[config.mk]
export PLATFORM = sky130hd
export DESIGN_NAME = acumulador_moedas
export DESIGN_NICKNAME = d
export VERILOG_FILES = /design/src/rtl/maquina_pkg.sv /design/src/rtl/acumulador_moedas_decodificador.sv /design/src/rtl/acumulador_moedas.sv
export SDC_FILE = /design/constraint.sdc
export NUM_CORES = 1
export LEC_CHECK = 0
export CORE_MARGIN = 4
export CORE_UTILIZATION = 45
export DETAILED_ROUTE_END_ITERATION = 8
export GPL_ROUTABILITY_DRIVEN = 0
export PLACE_DENSITY = 0.77
export SYNTH_ARGS = -nofsm -noshare
export SYNTH_HDL_FRONTEND = slang
export SYNTH_SLANG_ARGS = --single-unit
export TNS_END_PERCENT = 5
[constraint.sdc]
create_clock -name clk -period 2.5 [get_ports clk]
set_input_delay 0.75 -clock clk [delete_from_list [all_inputs] [get_ports clk]]
set_output_delay 0.75 -clock clk [all_outputs]
set_load 0.02 [all_outputs]
[src/rtl/maquina_pkg.sv]
// Shared types and constants for the vending-machine coin stage.
//   estado_t        : controller states of acumulador_moedas
//   MOEDA_*         : coin codes carried on moeda_codigo
//   LARG_VALOR/PROD : widths of the running total and product code
package maquina_pkg;

  typedef enum logic [2:0] {
    OCIOSO,
    ACUMULANDO,
    AVALIAR,
    CONCLUIR,
    DEVOLVER
  } estado_t;

  localparam logic [1:0] MOEDA_1   = 2'b00;
  localparam logic [1:0] MOEDA_2   = 2'b01;
  localparam logic [1:0] MOEDA_4   = 2'b10;
  localparam logic [1:0] MOEDA_INV = 2'b11;

  localparam int unsigned LARG_VALOR = 4;
  localparam int unsigned LARG_PROD  = 3;

endpackage

[src/rtl/acumulador_moedas_decodificador.sv]
// Coin decoder: maps a 2-bit coin code to its value in coin units.
//   codigo_i : coin code (MOEDA_1 / MOEDA_2 / MOEDA_4 / MOEDA_INV)
//   valor_o  : coin value, 0 for the invalid code
//   valida_o : high when the code names a real coin
module decodificador_moeda
  import maquina_pkg::*;
(
  input  logic [1:0]            codigo_i,
  output logic [LARG_VALOR-1:0] valor_o,
  output logic                  valida_o
);

  always_comb begin
    valor_o  = '0;
    valida_o = 1'b1;
    unique case (codigo_i)
      MOEDA_1:   valor_o = LARG_VALOR'(1);
      MOEDA_2:   valor_o = LARG_VALOR'(2);
      MOEDA_4:   valor_o = LARG_VALOR'(4);
      MOEDA_INV: valida_o = 1'b0;
      default:   valida_o = 1'b0;
    endcase
  end

endmodule

[src/rtl/acumulador_moedas.sv]
// Coin accumulation and purchase-request stage of the vending machine.
// Sums accepted coins, latches the product on confirmar, then holds
// enable towards the price comparator until it answers with fim.
// All outputs are registered.
//   clk, rst_n        : clock, asynchronous active-low reset
//   moeda_valida/codigo : coin strobe and code
//   produto_sel, confirmar, cancelar : purchase request / abort pulses
//   fim               : comparator done
//   valorMoedas, valorProduto, enable : comparator interface
//   moeda_rejeitada, devolver_cancel, concluido, timeout_ocorrido : pulses
//   ocupado           : state is not OCIOSO
// Optional: define ACUMULADOR_TIMEOUT_EN to auto-cancel after
// TIMEOUT_CICLOS idle cycles in ACUMULANDO.
module acumulador_moedas
  import maquina_pkg::*;
#(
  parameter int unsigned VALOR_MAX      = 15,
  parameter int unsigned TIMEOUT_CICLOS = 1000
) (
  input  logic                 clk,
  input  logic                 rst_n,
  input  logic                 moeda_valida,
  input  logic [1:0]           moeda_codigo,
  input  logic [LARG_PROD-1:0] produto_sel,
  input  logic                 confirmar,
  input  logic                 cancelar,
  input  logic                 fim,
  output logic [LARG_VALOR-1:0] valorMoedas,
  output logic [LARG_PROD-1:0] valorProduto,
  output logic                 enable,
  output logic                 moeda_rejeitada,
  output logic                 devolver_cancel,
  output logic                 concluido,
  output logic                 ocupado,
  output logic                 timeout_ocorrido
);

  if (VALOR_MAX > 15 || TIMEOUT_CICLOS < 2) begin : g_param_invalido
    $error("acumulador_moedas: VALOR_MAX must be <= 15 and TIMEOUT_CICLOS >= 2");
  end

  estado_t               estado_q, estado_d;
  logic [LARG_VALOR-1:0] valorMoedas_q, valorMoedas_d;
  logic [LARG_PROD-1:0]  valorProduto_q, valorProduto_d;
  logic                  enable_q, enable_d;
  logic                  rejeitada_q, rejeitada_d;
  logic                  devolver_q, devolver_d;
  logic                  concluido_q, concluido_d;
  logic                  ocupado_q, ocupado_d;
  logic                  timeout_q, timeout_d;

  logic [LARG_VALOR-1:0] valor_moeda;
  logic                  codigo_ok;
  logic [LARG_VALOR:0]   soma;
  logic                  moeda_cabe;
  logic                  aceita;
  logic                  timeout_fim;

  decodificador_moeda u_decod (
    .codigo_i (moeda_codigo),
    .valor_o  (valor_moeda),
    .valida_o (codigo_ok)
  );

  // One extra bit so an overflowing sum is refused instead of wrapping.
  assign soma       = {1'b0, valorMoedas_q} + {1'b0, valor_moeda};
  assign moeda_cabe = moeda_valida && codigo_ok &&
                      (soma <= (LARG_VALOR+1)'(VALOR_MAX));

`ifdef ACUMULADOR_TIMEOUT_EN
  localparam int unsigned LARG_CNT = (TIMEOUT_CICLOS > 2) ? $clog2(TIMEOUT_CICLOS) : 1;
  logic [LARG_CNT-1:0] cnt_q, cnt_d;

  assign timeout_fim = (estado_q == ACUMULANDO) &&
                       (cnt_q == LARG_CNT'(TIMEOUT_CICLOS - 1));

  // Held at zero outside ACUMULANDO, so entering the state starts a fresh count.
  always_comb begin
    cnt_d = cnt_q + 1'b1;
    if (estado_q != ACUMULANDO || aceita) cnt_d = '0;
  end

  always_ff @(posedge clk or negedge rst_n) begin
    if (!rst_n) cnt_q <= '0;
    else        cnt_q <= cnt_d;
  end
`else
  assign timeout_fim = 1'b0;
`endif

  always_comb begin
    estado_d       = estado_q;
    valorMoedas_d  = valorMoedas_q;
    valorProduto_d = valorProduto_q;
    enable_d       = 1'b0;
    devolver_d     = 1'b0;
    concluido_d    = 1'b0;
    timeout_d      = 1'b0;
    aceita         = 1'b0;
    unique case (estado_q)
      OCIOSO: begin
        if (moeda_cabe) begin
          aceita        = 1'b1;
          valorMoedas_d = soma[LARG_VALOR-1:0];
          estado_d      = ACUMULANDO;
        end
      end
      ACUMULANDO: begin
        if (cancelar) begin
          devolver_d = 1'b1;
          estado_d   = DEVOLVER;
        end else if (confirmar) begin
          valorProduto_d = produto_sel;
          estado_d       = AVALIAR;
        end else if (moeda_cabe) begin
          aceita        = 1'b1;
          valorMoedas_d = soma[LARG_VALOR-1:0];
        end else if (timeout_fim) begin
          devolver_d = 1'b1;
          timeout_d  = 1'b1;
          estado_d   = DEVOLVER;
        end
      end
      AVALIAR: begin
        if (fim) begin
          concluido_d    = 1'b1;
          valorMoedas_d  = '0;
          valorProduto_d = '0;
          estado_d       = CONCLUIR;
        end else begin
          enable_d = 1'b1;
        end
      end
      CONCLUIR: estado_d = OCIOSO;
      DEVOLVER: begin
        valorMoedas_d = '0;
        estado_d      = OCIOSO;
      end
      default: begin
        valorMoedas_d  = '0;
        valorProduto_d = '0;
        estado_d       = OCIOSO;
      end
    endcase
    rejeitada_d = moeda_valida && !aceita;
    ocupado_d   = (estado_d != OCIOSO);
  end

  always_ff @(posedge clk or negedge rst_n) begin
    if (!rst_n) begin
      estado_q       <= OCIOSO;
      valorMoedas_q  <= '0;
      valorProduto_q <= '0;
      enable_q       <= 1'b0;
      rejeitada_q    <= 1'b0;
      devolver_q     <= 1'b0;
      concluido_q    <= 1'b0;
      ocupado_q      <= 1'b0;
      timeout_q      <= 1'b0;
    end else begin
      estado_q       <= estado_d;
      valorMoedas_q  <= valorMoedas_d;
      valorProduto_q <= valorProduto_d;
      enable_q       <= enable_d;
      rejeitada_q    <= rejeitada_d;
      devolver_q     <= devolver_d;
      concluido_q    <= concluido_d;
      ocupado_q      <= ocupado_d;
      timeout_q      <= timeout_d;
    end
  end

  assign valorMoedas      = valorMoedas_q;
  assign valorProduto     = valorProduto_q;
  assign enable           = enable_q;
  assign moeda_rejeitada  = rejeitada_q;
  assign devolver_cancel  = devolver_q;
  assign concluido        = concluido_q;
  assign ocupado          = ocupado_q;
  assign timeout_ocorrido = timeout_q;

endmodule

Yosys cells after proc, flatten, opt, wreduce, memory -nomap -nowiden
Index checks and enable logic that the tools add are counted.
Cells by class
  multiplexer cells: 26
  equality and inequality tests: 11
  order comparisons: 1
  add/sub/neg operators: 1
  reductions and logical operators: 10
  bitwise operators: 2
Operator list (count)
  3-bit case mux with 3 select lines: 3
  3-bit two-way mux: 7
  4-bit two-way mux: 4
  4-bit case mux with 4 select lines: 1
  1-bit two-way mux: 10
  2-bit != test, second input constant: 4
  4-bit AND reduction: 2
  3-bit by 2-bit == test with 1-bit output, second input constant: 2
  4-bit by 4-bit adder with 5-bit output: 1
  5-bit by 4-bit <= comparator with 1-bit output, second input constant: 1
  2-bit == test, second input constant: 2
  3-bit by 1-bit == test with 1-bit output, second input constant: 1
  3-bit == test, second input constant: 1
  1-bit logical AND: 3
  3-bit zero test: 1
  3-bit nonzero test: 1
  3-bit OR reduction: 1
  2-bit by 1-bit == test with 1-bit output, second input constant: 1
  2-bit zero test: 1
  1-bit inverter: 2
  1-bit case mux with 2 select lines: 1
  1-bit zero test: 1
Word-level totals
  output and inout port bits: 13
  input port bits: 11
  word-level logic and storage cells: 59
  register bits after elaboration: 15

Longest topological paths before layout
Gate-level depths: netlist of run 1.
  depth after elaboration: 11
  depth in mapped cells: 7
  mapped depth without buffers: 7

Hierarchy
A second synthesis of run 1 with hierarchy kept.
Unflattened totals
  cells, all modules: 81
  area total of the unflattened synthesis: 805.8 sq um
By module, submodules not included
  acumulador_moedas: instances 1, area each 772.0 sq um, sequential area each 375.4 sq um, cells each 75
  decodificador_moeda: instances 1, area each 33.8 sq um, sequential area each 0.0 sq um, cells each 6

Worst setup path before layout of run 1
OpenSTA, ideal clock, no wires.
  path kind: input-to-reg
  start: in moeda_codigo[0]
  end: reg valorMoedas_q[3], in the netlist valorMoedas[3]
  setup time: 0.126 ns
  buffers on the path: 0
  arrival time: 2.189 ns
  required time: 2.374 ns
  stages: 7
  path slack: 0.185 ns
  cell sequence: nor2_1 > ha_1 > fa_1 > a21oi_1 > o21ai_0 > o2bb2ai_1 > a221o_1
On the way
  word-level cells in the longest chain between the ends: 9
  elaborated cells between the ends (all ways): 14
  classes of those cells: add/sub (1); order compare (1); eq/ne (3); mux (6); reduce/logical (3)
RTL lines
  from (decl): line acumulador_moedas.sv:23  | input logic [1:0] moeda_codigo,
  2-bit == test, or another cell as far along: line acumulador_moedas_decodificador.sv:16  | unique case (codigo_i)
  3-bit case mux with 3 select lines: line acumulador_moedas_decodificador.sv:16
  4-bit by 4-bit adder with 5-bit output: line acumulador_moedas.sv:66  | assign soma = {1'b0, valorMoedas_q} + {1'b0, valor_moeda};
  5-bit by 4-bit <= comparator with 1-bit output: line acumulador_moedas.sv:68  | (soma <= (LARG_VALOR+1)'(VALOR_MAX));
  1-bit logical AND: line acumulador_moedas.sv:67  | assign moeda_cabe = moeda_valida && codigo_ok &&
  4-bit two-way mux *: line acumulador_moedas.sv:102, acumulador_moedas.sv:115
  4-bit two-way mux: line acumulador_moedas.sv:112  | end else if (confirmar) begin
  4-bit two-way mux: line acumulador_moedas.sv:109  | if (cancelar) begin
  4-bit case mux with 4 select lines *: line acumulador_moedas.sv:100  | unique case (estado_q)
  to (signal assigned): line acumulador_moedas.sv:162  | valorMoedas_q <= valorMoedas_d;
  to (decl): line acumulador_moedas.sv:43  | logic [LARG_VALOR-1:0] valorMoedas_q, valorMoedas_d;
Every way passes the cells marked *; elsewhere a longest branch is shown, timed or not. The select of a mux whose other input is x is not followed.
A chain may end at the register's enable or synchronous reset.

Worst setup path after layout of run 1
  start: in moeda_codigo[1]
  end: reg valorMoedas_q[3], in the netlist valorMoedas[3]
The elaborated chain is that of the path after synthesis.

==> results of run 1 <==
## flip-flops by register name (all words and copies together) (netlist names)
signal	flops
valorMoedas	4
estado_q	3
valorProduto	3
concluido	1
devolver_cancel	1
enable	1
moeda_rejeitada	1
ocupado	1
## repair_timing
action | CTS | global route
gates resized for setup | 4 | 7
pin swaps | 2 | 2
setup endpoints to repair | 5 | 5
buffers inserted | 0 | 1
## per-layer routing
metal	track usage [%]	share of wire [%]	vias to the layer above
met5	0	0	-
met4	4.15	0.74	0
met3	6.63	4.9	2
met2	22.5	48	16
met1	18.7	46	285
li1	-	-	321
## critical path, cell delays in order
cell and delay [ns]:
sky130_fd_sc_hd__dlymetal6s2s_1 0.15, sky130_fd_sc_hd__nor2_1 0.06, sky130_fd_sc_hd__ha_2 0.18, sky130_fd_sc_hd__fa_2 0.39
sky130_fd_sc_hd__a21oi_4 0.18, sky130_fd_sc_hd__o21ai_2 0.08, sky130_fd_sc_hd__o2bb2ai_2 0.16, sky130_fd_sc_hd__a221o_1 0.35
## per-stage QoR
stage / hold WS [ns] / std cells / setup slack, ns / area [um2] / TNS, ns
after floorplan: 0.454 / 74 / 0.185 / 787 / 0
after CTS: 0.531 / 118 / 0.0115 / 1080 / 0
after global routing: 0.561 / 119 / 0.289 / 1110 / 0
final: 0.524 / 119 / 0.378 / 1110 / 0
after detailed placement: 0.517 / 114 / -0.439 / 1040 / -2.24
after global placement: 0.507 / 114 / -0.351 / 1040 / -1.67
## how the worst min path moves through the flow
| stage | end | slack (ns) | cells past startpoint |
|---|---|---|---|
| floorplan | concluido | 0.45 | 0 |
| global placement | valorProduto[1] | 0.51 | 2 |
| detailed placement | valorProduto[1] | 0.52 | 2 |
| CTS | valorProduto[1] | 0.53 | 2 |
| global route | valorProduto[2] | 0.56 | 2 |
| finish | valorProduto[1] | 0.52 | 2 |
## cells in the final DEF (no fill, tap or decap), types with 3 or more instances in the layout
cell / count
sky130_fd_sc_hd__clkdlybuf4s50_1: 20
sky130_fd_sc_hd__nor2_1: 3
sky130_fd_sc_hd__nor3_1: 4
sky130_fd_sc_hd__a22o_1: 3
sky130_fd_sc_hd__mux2i_1: 3
sky130_fd_sc_hd__inv_1: 5
sky130_fd_sc_hd__and2_1: 3
sky130_fd_sc_hd__nand2_1: 5
sky130_fd_sc_hd__clkbuf_4: 3
sky130_fd_sc_hd__dfrtp_1: 15
sky130_fd_sc_hd__buf_4: 6
## logic make-up (layout without fill, tap and decap cells)
family          after synthesis  in the layout  share of synthesized area [%]
simple gates                 22             22                           15.4
compound gates               19             19                           18.0
flops                        15             15                           47.7
buf+inv                       9             38                           6.20
fa+ha+maj                     4              4                           7.31
mux                           3              3                           3.82
other cells                   1              1                          0.476
xor+xnor                      1              1                           1.11
## report_power, final
part	switching (W)	internal (W)	leakage, nW	total [W]
clock	0.0000754	0.0000594	0.0177	0.000135
sequential	0.0000822	0.000324	0.197	0.000406
combinational	0.000302	0.000307	0.302	0.000609
## final cells by class
type / instances / share of cell area, %
Inverter: 6 / 2.03
Timing Repair Buffer: 28 / 24.4
Tap cell: 16 / 1.80
Clock buffer: 3 / 2.03
Sequential cell: 15 / 33.8
Clock inverter: 1 / 0.451
Multi-Input combinational cell: 50 / 35.5
==> metrics.log, run 1 <==
[metrics] result of the run: completed
[metrics] maximum ir drop on the vdd rail: 0.000628 V
[metrics] post-route antenna net violation count: 0
[metrics] summed instance area of the synthesized netlist: 787 um2
[metrics] max-slew violation total from the final report: 0
[metrics] detailed-route via count: 624
[metrics] area taken by multi-input logic gates: 394 um2
[metrics] Die Height: 49.8 um
[metrics] source of the critical timing path: moeda_codigo[1]
[metrics] final hold viol count: 0
[metrics] floorplan die width: 49.8 um
[metrics] violation count after the first detailed-routing iteration: 12
[metrics] count of nets after finishing: 119
[metrics] hold path startpoint: valorProduto[1]
[metrics] leading register cell type out of synthesis: sky130_fd_sc_hd__dfrtp_1
[metrics] number of top-level design ports: 24
[metrics] endpoint of the most critical setup path: valorMoedas[3]
[metrics] maximum root-to-sink buffer count: 2
[metrics] fraction of layout instances using a drive strength above 1: 21.4%
[metrics] most frequent cells after synthesis: 15 x sky130_fd_sc_hd__dfrtp_1, 5 x sky130_fd_sc_hd__inv_1, 5 x sky130_fd_sc_hd__nand2_1
[metrics] total power divided by cell area: 1040 nW/um2
[metrics] CORE AREA: 1580 um2
[metrics] capture point of the worst reg-to-reg path: valorMoedas[3]
[metrics] kind of capture point of the worst setup path: register
[metrics] per-cell routed wire length: 13.6 um
[metrics] required arrival time at the worst endpoint: 2.67 ns
[metrics] sequential element share of the synthesized area: 47.7%
[metrics] data arrival time at the worst-slack endpoint: 2.30 ns
[metrics] Design Power: 0.00115 W
[metrics] actual transition at the worst max-transition pin: 0.635 ns
[metrics] Root Driver: sky130_fd_sc_hd__clkbuf_4
[metrics] number of input and output port buffers inserted: 22
[metrics] final critical-path share of the clock period: 84.9%
[metrics] Mapped Nets: 89
[metrics] count of flip-flops with a built-in enable after synthesis: 0
[metrics] fill cell count: 110
[metrics] vias in the first global route: 615
[metrics] Syn Inst Count: 74
[metrics] antenna violations before repair: 0
[metrics] FF/Latch Area: 375 um2
[metrics] Clk Latency, worst-skew pair: 0.28 ns
[metrics] Pre-Repair DR Iteration Count: 4
[metrics] total congestion overflow after global routing: 0
[metrics] number of register bits inferred by synthesis: 15
[metrics] Syn. warnings: 0
[metrics] slack of the worst reg-to-reg path: 0.63 ns
[metrics] FF-to-FF Start: valorMoedas[0]
[metrics] most instantiated library cell after synthesis: sky130_fd_sc_hd__dfrtp_1
[metrics] area leader, netlist: sky130_fd_sc_hd__dfrtp_1
[metrics] initial standard-cell utilization of the core: 49.9%
[metrics] clk_skew: 0.00128 ns
[metrics] largest cells by area after synthesis: sky130_fd_sc_hd__dfrtp_1 48%, sky130_fd_sc_hd__ha_1 4.8%, sky130_fd_sc_hd__mux2i_1 3.8%
[metrics] achievable clock frequency: 471 MHz
[metrics] clock buffers created by TritonCTS: 3
[metrics] class of the most critical setup path: in -> reg
[metrics] drt total wl: 1620 um
[metrics] H-tree depth: 1
[metrics] total number of clock tree sinks: 15
[metrics] Tmin final: 2.12 ns
[metrics] class of the tightest hold or removal check: reg -> reg
[metrics] Overall Global Routing Usage: 14.7%
[metrics] number of max-capacitance violations reported: 0
[metrics] count of cells along the worst register-to-register path: 6
[metrics] first-pass GRT wire length: 2770 um
[metrics] clock slew seen by the registers of the worst setup and hold paths: 0.09 ns
[metrics] Final setup violation count: 0
[metrics] detailed-placement wirelength estimate: 1260 um
[metrics] Synth cell types: 32
[metrics] Worst slew margin: 57.6%
[metrics] startpoint class of the critical path: input port
[metrics] area share of the leading cell type in the synthesized netlist: 47.7%
[metrics] DRC viols: 0
[metrics] area overhead of the layout relative to synthesis: 41.0%
[metrics] Ant. Diodes: 0
[metrics] row count: 14
[metrics] post-DR vias/cell: 5.24
[metrics] unrepaired setup endpoints after global routing: false
[metrics] DIE AREA: 2480 um2
[metrics] average size of a mapped cell: 10.6 um2
[metrics] Post-Route Utilization: 70.4%
[metrics] hold-fix buffers at CTS: 0
[metrics] maximum net fanout on the critical path: 4
[metrics] maximum number of pins on one net before global-route repair: 16
[metrics] static power due to leakage: 0.516 nW
[metrics] CTS tree: done
[metrics] proportion of synthesized flip-flops having asynchronous set or reset: 100%
No activity file was read; power rests on OpenSTA's default activity.
==> inputs of run 2 (changes only) <==
==> constraint.sdc (replaced) <==
create_clock -name clk -period 2.2 [get_ports clk]
set_input_delay 0.66 -clock clk [delete_from_list [all_inputs] [get_ports clk]]
set_output_delay 0.66 -clock clk [all_outputs]
set_load 0.02 [all_outputs]
==> run 2 against run 1 <==
  * Total power rose by 14%
  * Via count grew 6.6%
  * Largest cell class unchanged
  * Largest power group unchanged
  * Utilization shrank 0.079 points
  * Final area is 0.11% lower
  * Critical path type unchanged
  * Register-to-register slack got worse by 0.34 ns
==> metrics.log, run 2 (same netlist as run 1, synthesis figures left out) <==
[metrics] startpoint class of the critical path: input port
[metrics] total number of clock tree sinks: 15
[metrics] Max stage delay on crit path: 0.40 ns
[metrics] Tmin final: 2.16 ns
[metrics] Pre-Repair DR Iteration Count: 4
[metrics] detailed-placement wirelength estimate: 1370 um
[metrics] most common cell after layout, fill and taps aside: sky130_fd_sc_hd__clkdlybuf4s50_1
[metrics] Clk Latency, worst-skew pair: 0.27 ns
[metrics] result of the run: completed
[metrics] area taken by multi-input logic gates: 384 um2
[metrics] WP buf/inv: 1
[metrics] M2 GR Usage: 28.0%
[metrics] class of the tightest hold or removal check: reg -> reg
[metrics] total congestion overflow after global routing: 0
[metrics] first-pass GRT wire length: 3040 um
[metrics] detailed-route via count: 665
[metrics] number of top-level design ports: 24
[metrics] max-slew violation total from the final report: 0
[metrics] placed inst area: 1050 um2
[metrics] most used routing layer in global routing: met2
[metrics] DRC viols: 0
[metrics] unrepaired setup endpoints after global routing: true
[metrics] CORE AREA: 1580 um2
[metrics] Overall Global Routing Usage: 16.2%
[metrics] clk_skew: 0.00174 ns
[metrics] drt total wl: 1720 um
[metrics] final hold viol count: 0
[metrics] hold-fix buffers at CTS: 0
[metrics] highest-count cells in the layout ignoring fill and taps: 20 x sky130_fd_sc_hd__clkdlybuf4s50_1, 15 x sky130_fd_sc_hd__dfrtp_1, 8 x sky130_fd_sc_hd__buf_4
[metrics] post-route antenna net violation count: 0
[metrics] Die Height: 49.8 um
[metrics] internal power consumption: 0.000787 W
[metrics] clock buffers created by TritonCTS: 3
[metrics] final critical-path share of the clock period: 98.1%
[metrics] per-cell routed wire length: 14.2 um
[metrics] Root Driver: sky130_fd_sc_hd__clkbuf_4
[metrics] data arrival time at the worst-slack endpoint: 2.32 ns
[metrics] count of cells along the worst register-to-register path: 6
[metrics] DIE AREA: 2480 um2
[metrics] fraction of layout instances using a drive strength above 1: 21.9%
[metrics] H-tree depth: 1
[metrics] flip-flop count of the largest register after layout: 4
[metrics] vias in the first global route: 708
[metrics] Ant. Diodes: 0
[metrics] number of input and output port buffers inserted: 22
[metrics] count of placed standard cells including taps: 115
[metrics] ordered cell list for the critical path: dlygate4sd2_1, nor2_1, ha_2, fa_2, a21oi_2, o21ai_2, o2bb2ai_2, a221o_1
[metrics] class of the most critical setup path: in -> reg
[metrics] Post-Route Utilization: 70.3%
[metrics] net load switching power: 0.000525 W
[metrics] clock slew seen by the registers of the worst setup and hold paths: 0.08 ns
[metrics] violation count after the first detailed-routing iteration: 23
[metrics] antenna violations before repair: 0
[metrics] number of max-capacitance violations reported: 0
[metrics] final non-filler cell area: 1110 um2
[metrics] required arrival time at the worst endpoint: 2.36 ns
[metrics] maximum number of pins on one net before global-route repair: 16
[metrics] non-filler cells in the finished layout: 121
[metrics] CTS tree: done
[metrics] Design Power: 0.00131 W
[metrics] share of total power consumed by net switching: 40.0%
[metrics] achievable clock frequency: 463 MHz
[metrics] grt met3 use: 5.42%
[metrics] FF/Latch Area: 375 um2
[metrics] fill cell count: 122
[metrics] Crit. path cell count: 8
[metrics] maximum net fanout on the critical path: 3
[metrics] static power due to leakage: 0.506 nW
[metrics] share of total power in combinational logic: 53.5%
[metrics] worst-path cell with the longest stage delay: sky130_fd_sc_hd__fa_2
[metrics] maximum ir drop on the vdd rail: 0.000639 V
[metrics] setup TNS: 0 ns
[metrics] kind of capture point of the worst setup path: register
[metrics] floorplan die width: 49.8 um
[metrics] count of nets after finishing: 121
[metrics] clock power share: 11.4%
[metrics] proportion of power drawn by flip-flops and latches: 35.1%
[metrics] maximum root-to-sink buffer count: 2
[metrics] total power divided by cell area: 1180 nW/um2
[metrics] row count: 14
[metrics] family with the most delay on the worst path: compound AO/OA/AOI/OAI gates
[metrics] post-DR vias/cell: 5.50
[metrics] Final setup violation count: 0
[metrics] met1 Resource Use GR: 18.9%
[metrics] area overhead of the layout relative to synthesis: 40.9%
[metrics] count of cells along the worst hold path: 2
[metrics] initial standard-cell utilization of the core: 49.9%
==> run 2: changes by cell type in the layout (fill, tap and decap cells not counted), sizes merged <==
cell / before / now
buf: 6 / 8
clkdlybuf4s15: 0 / 1
dlygate4sd2: 0 / 1
dlymetal6s2s: 2 / 0
==> run 2: path summary, 6_finish.rpt <==
kind,slack [ns],from,endpoint
worst min-delay path,0.52,valorProduto[0],valorProduto[0]
max in group asynchronous,1.35,rst_n,enable
worst min register to register,0.52,valorProduto[0],valorProduto[0]
worst max register to register,0.29,valorMoedas[0],valorMoedas[3]
min in group asynchronous,0.68,rst_n,valorProduto[0]
worst max-delay path,0.04,moeda_codigo[0],valorMoedas[3]
==> run 2: through the flow <==
step | hold slack, ns | worst slack, ns
2_1_floorplan | 0.364 | 0.00762
3_3_place_gp | 0.507 | -0.536
3_5_place_dp | 0.513 | -0.644
4_1_cts | 0.526 | 0.0510
5_1_grt | 0.559 | -0.0197
6_report | 0.523 | 0.0420
==> run 2: per-layer routing <==
layer | share of wire (%) | vias to the layer above
met4 | 0.64 | 0
met5 | 0 | -
met3 | 3.1 | 2
met2 | 53 | 14
met1 | 43 | 320
li1 | - | 329
==> run 2: final cells by class <==
class	instances	share of cell area (%)
Multi-Input combinational cell	50	34.7
Sequential cell	15	33.9
Timing Repair Buffer	30	25.2
Clock buffer	3	2.03
Inverter	6	2.03
Tap cell	16	1.81
Clock inverter	1	0.451
==> run 2: power groups by stage <==
| stage | Clock (W) | Combinational (W) | Sequential [W] |
|---|---|---|---|
| 3_3_place_gp | 0 | 0.000643 | 0.000462 |
| 4_1_cts | 0.000157 | 0.000694 | 0.000462 |
| 5_1_grt | 0.000177 | 0.000763 | 0.000477 |
| 6_report | 0.000150 | 0.000702 | 0.000461 |
| 2_1_floorplan | 0 | 0.000349 | 0.000516 |
| 3_5_place_dp | 0 | 0.000658 | 0.000468 |
==> run 2: what timing repair did <==
| item | CTS | global route |
|---|---|---|
| buffers inserted | 2 | 0 |
| resized for setup | 7 | 2 |
| pin swaps | 2 | 0 |
| endpoints found under the setup margin | 7 | 5 |
==> run 2: tightest hold or removal path: stages, from the launching register on <==
cell	delay, ns
sky130_fd_sc_hd__dfrtp_1	0.38
sky130_fd_sc_hd__inv_1	0.05
sky130_fd_sc_hd__mux2i_1	0.05
==> inputs of run 3 (changes only) <==
--- a/config.mk
+++ b/config.mk
@@ -5,11 +5,14 @@
 export SDC_FILE = /design/constraint.sdc
 export NUM_CORES = 1
 export LEC_CHECK = 0
+export ABC_AREA = 1
 export CORE_MARGIN = 4
-export CORE_UTILIZATION = 45
+export CORE_UTILIZATION = 60
 export DETAILED_ROUTE_END_ITERATION = 8
+export DONT_BUFFER_PORTS = 1
 export GPL_ROUTABILITY_DRIVEN = 0
-export PLACE_DENSITY = 0.77
+export PLACE_DENSITY = 0.76
+export RECOVER_POWER = 50
 export SYNTH_ARGS = -nofsm -noshare
 export SYNTH_HDL_FRONTEND = slang
 export SYNTH_SLANG_ARGS = --single-unit
==> run 3 against run 2 <==
  * Sequential power increased by 8.2%
  * Critical path type is now reg -> reg
  * First-iteration DRC count decreased by 39%
  * Clock power about the same
  * Utilization decreased by 2.9 points
  * Critical path depth increased by 1
  * Critical endpoint unchanged
==> metrics.log, run 3 <==
[metrics] total met3 wirelength after detailed routing: 94 um
[metrics] most common cell after layout, fill and taps aside: sky130_fd_sc_hd__nand2_1
[metrics] violation count after the first detailed-routing iteration: 14
[metrics] max-slew violation total from the final report: 0
[metrics] clock slew seen by the registers of the worst setup and hold paths: 0.08 ns
[metrics] H-tree depth: 1
[metrics] net load switching power: 0.000510 W
[metrics] detailed-route via count: 704
[metrics] achievable clock frequency: 549 MHz
[metrics] Clk Latency, worst-skew pair: 0.28 ns
[metrics] share of total power in combinational logic: 40.0%
[metrics] number of register bits inferred by synthesis: 15
[metrics] post-DR vias/cell: 5.33
[metrics] buffers inserted during post-CTS setup optimization: 0
[metrics] vias in the first global route: 670
[metrics] clk_skew: 0.00820 ns
[metrics] maximum ir drop on the vdd rail: 0.000841 V
[metrics] clock buffers created by TritonCTS: 3
[metrics] Post-Route Utilization: 67.4%
[metrics] share of total power consumed by net switching: 47.2%
[metrics] setup TNS: 0 ns
[metrics] Ant. Diodes: 0
[metrics] Synth cell types: 23
[metrics] area share of the leading cell type in the synthesized netlist: 42.6%
[metrics] Final setup violation count: 0
[metrics] hold-fix buffers at CTS: 0
[metrics] data arrival time at the worst-slack endpoint: 2.04 ns
[metrics] M1 wire length: 742 um
[metrics] antenna violations before repair: 0
[metrics] proportion of power drawn by flip-flops and latches: 46.1%
[metrics] required arrival time at the worst endpoint: 2.42 ns
[metrics] clock power share: 13.9%
[metrics] worst-path cell with the longest stage delay: sky130_fd_sc_hd__dfrtp_1
[metrics] total power divided by cell area: 1200 nW/um2
[metrics] drt total wl: 1630 um
[metrics] flip-flop count of the largest register after layout: 4
[metrics] ordered cell list for the critical path: ha_1, fa_1, nand3_1, nand2_1, nor2_1, nand2_2, nor2_4, nand2_1, nand2_1
[metrics] count of nets after finishing: 133
[metrics] maximum number of pins on one net before global-route repair: 16
[metrics] Root Driver: sky130_fd_sc_hd__clkbuf_4
[metrics] startpoint class of the critical path: register
[metrics] first-pass GRT wire length: 2720 um
[metrics] internal power consumption: 0.000571 W
[metrics] wire length on met2: 753 um
[metrics] largest cells by area after synthesis: sky130_fd_sc_hd__dfrtp_1 43%, sky130_fd_sc_hd__nand2_1 14%, sky130_fd_sc_hd__inv_1 6.0%
[metrics] total number of clock tree sinks: 15
[metrics] DIE AREA: 2150 um2
[metrics] fraction of layout instances using a drive strength above 1: 13.7%
[metrics] CORE AREA: 1330 um2
[metrics] static power due to leakage: 0.555 nW
[metrics] DRC viols: 0
[metrics] Tmin final: 1.82 ns
[metrics] CTS tree: done
[metrics] sequential element share of the synthesized area: 42.6%
[metrics] class of the tightest hold or removal check: in -> async
[metrics] Mapped Nets: 129
[metrics] area leader, netlist: sky130_fd_sc_hd__dfrtp_1
[metrics] total congestion overflow after global routing: 0
[metrics] maximum net fanout on the critical path: 3
[metrics] Syn. warnings: 0
[metrics] number of input and output port buffers inserted: 0
[metrics] leading register cell type out of synthesis: sky130_fd_sc_hd__dfrtp_1
[metrics] highest-count cells in the layout ignoring fill and taps: 33 x sky130_fd_sc_hd__nand2_1, 15 x sky130_fd_sc_hd__inv_1, 15 x sky130_fd_sc_hd__dfrtp_1
[metrics] most frequent cells after synthesis: 32 x sky130_fd_sc_hd__nand2_1, 15 x sky130_fd_sc_hd__dfrtp_1, 14 x sky130_fd_sc_hd__inv_1, 14 x sky130_fd_sc_hd__nor2_1
[metrics] floorplan die width: 46.3 um
[metrics] post-route antenna net violation count: 0
[metrics] count of flip-flops with a built-in enable after synthesis: 0
[metrics] unrepaired setup endpoints after global routing: false
[metrics] number of max-capacitance violations reported: 0
[metrics] Die Height: 46.3 um
[metrics] most instantiated library cell after synthesis: sky130_fd_sc_hd__nand2_1
[metrics] dominant cell type by count on the critical path: sky130_fd_sc_hd__nand2_1
[metrics] detailed-placement wirelength estimate: 1370 um
[metrics] area overhead of the layout relative to synthesis: 2.13%
[metrics] summed instance area of the synthesized netlist: 881 um2
[metrics] class of the most critical setup path: reg -> reg
[metrics] row count: 13
[metrics] result of the run: completed
[metrics] Max stage delay on crit path: 0.48 ns
[metrics] average size of a mapped cell: 7.73 um2
[metrics] Pre-Repair DR Iteration Count: 4
[metrics] initial standard-cell utilization of the core: 66.0%
[metrics] Syn Inst Count: 114
[metrics] Overall Global Routing Usage: 18.9%
[metrics] kind of capture point of the worst setup path: register
[metrics] maximum root-to-sink buffer count: 2
[metrics] per-cell routed wire length: 12.4 um
[metrics] final hold viol count: 0
[metrics] proportion of synthesized flip-flops having asynchronous set or reset: 100%
[metrics] number of top-level design ports: 24
[metrics] highest signal layer in the routed design: met4
[metrics] final critical-path share of the clock period: 82.8%
[metrics] Resized cells post-CTS: 0
run 3: changes by cell type in the layout (fill, tap and decap cells not counted), moves of 4 or more:
cell                              delta
sky130_fd_sc_hd__nand2_1            +28
sky130_fd_sc_hd__clkdlybuf4s50_1    -20
sky130_fd_sc_hd__nor2_1             +11
sky130_fd_sc_hd__inv_1              +10
sky130_fd_sc_hd__buf_4               -8
sky130_fd_sc_hd__nand3_1             +6
sky130_fd_sc_hd__nor3_1              -4
run 3: worst max-delay path, delay by kind of cell, from the launching register on:
family                   cells  cell delay [ns]
flip-flops                   1             0.48
AND/OR/NAND/NOR              7             0.63
adder cells (fa/ha/maj)      2             0.67
run 3: final cells by class:
| class | instances | area, um2 |
|---|---|---|
| sequential | 15 | 375 |
| tap | 15 | 18.8 |
| clock buffer | 4 | 26.3 |
| multi-input combinational | 79 | 408 |
| fill | 110 | 434 |
| inverter | 19 | 71.3 |
run 3: cells by family (layout without fill, tap and decap cells):
logic type	Yosys count	after routing	synth area share, %
compound gates	8	8	4.69
xor+xnor	1	1	0.994
fa+ha+maj	4	4	6.53
buf+inv	20	23	8.95
flops	15	15	42.6
other cells	1	1	0.426
simple gates	65	65	35.8
run 3: per-layer routing:
metal	vias up	GRT usage [%]
met3	6	7.42
met2	26	28.6
met4	0	10.2
met5	-	0
li1	356	-
met1	316	22.8
run 3: worst paths after layout:
check,slack (ns),startpoint,depth (start not counted),endpoint
max in group asynchronous,2.06,rst_n,0,estado_q[2]
hold reg to reg,0.57,estado_q[2],3,enable
setup reg to reg,0.38,valorMoedas[0],9,valorMoedas[3]
setup / recovery,0.38,valorMoedas[0],9,valorMoedas[3]
hold / removal,0.06,rst_n,0,concluido
min in group clk,0.49,moeda_valida,2,moeda_rejeitada
run 3: power groups by stage:
stage | Sequential [W] | Combinational [W] | Clock [W]
2_1_floorplan | 0.000490 | 0.000372 | 0
3_3_place_gp | 0.000509 | 0.000430 | 0
3_5_place_dp | 0.000509 | 0.000444 | 0
4_1_cts | 0.000504 | 0.000445 | 0.000157
5_1_grt | 0.000510 | 0.000498 | 0.000171
6_report | 0.000499 | 0.000432 | 0.000150
run 3: per-stage QoR:
stage | cell area (um2) | setup slack (ns) | power [W] | hold slack, ns | std cells
final | 900 | 0.379 | 0.00108 | 0.0603 | 132
after global routing | 900 | 0.205 | 0.00118 | 0.0321 | 132
after CTS | 918 | 0.364 | 0.00111 | 0.0498 | 132
after detailed placement | 892 | 0.224 | 0.000954 | 0.365 | 128
after global placement | 892 | 0.265 | 0.000939 | 0.365 | 128
after floorplan | 881 | 0.331 | 0.000862 | 0.364 | 114
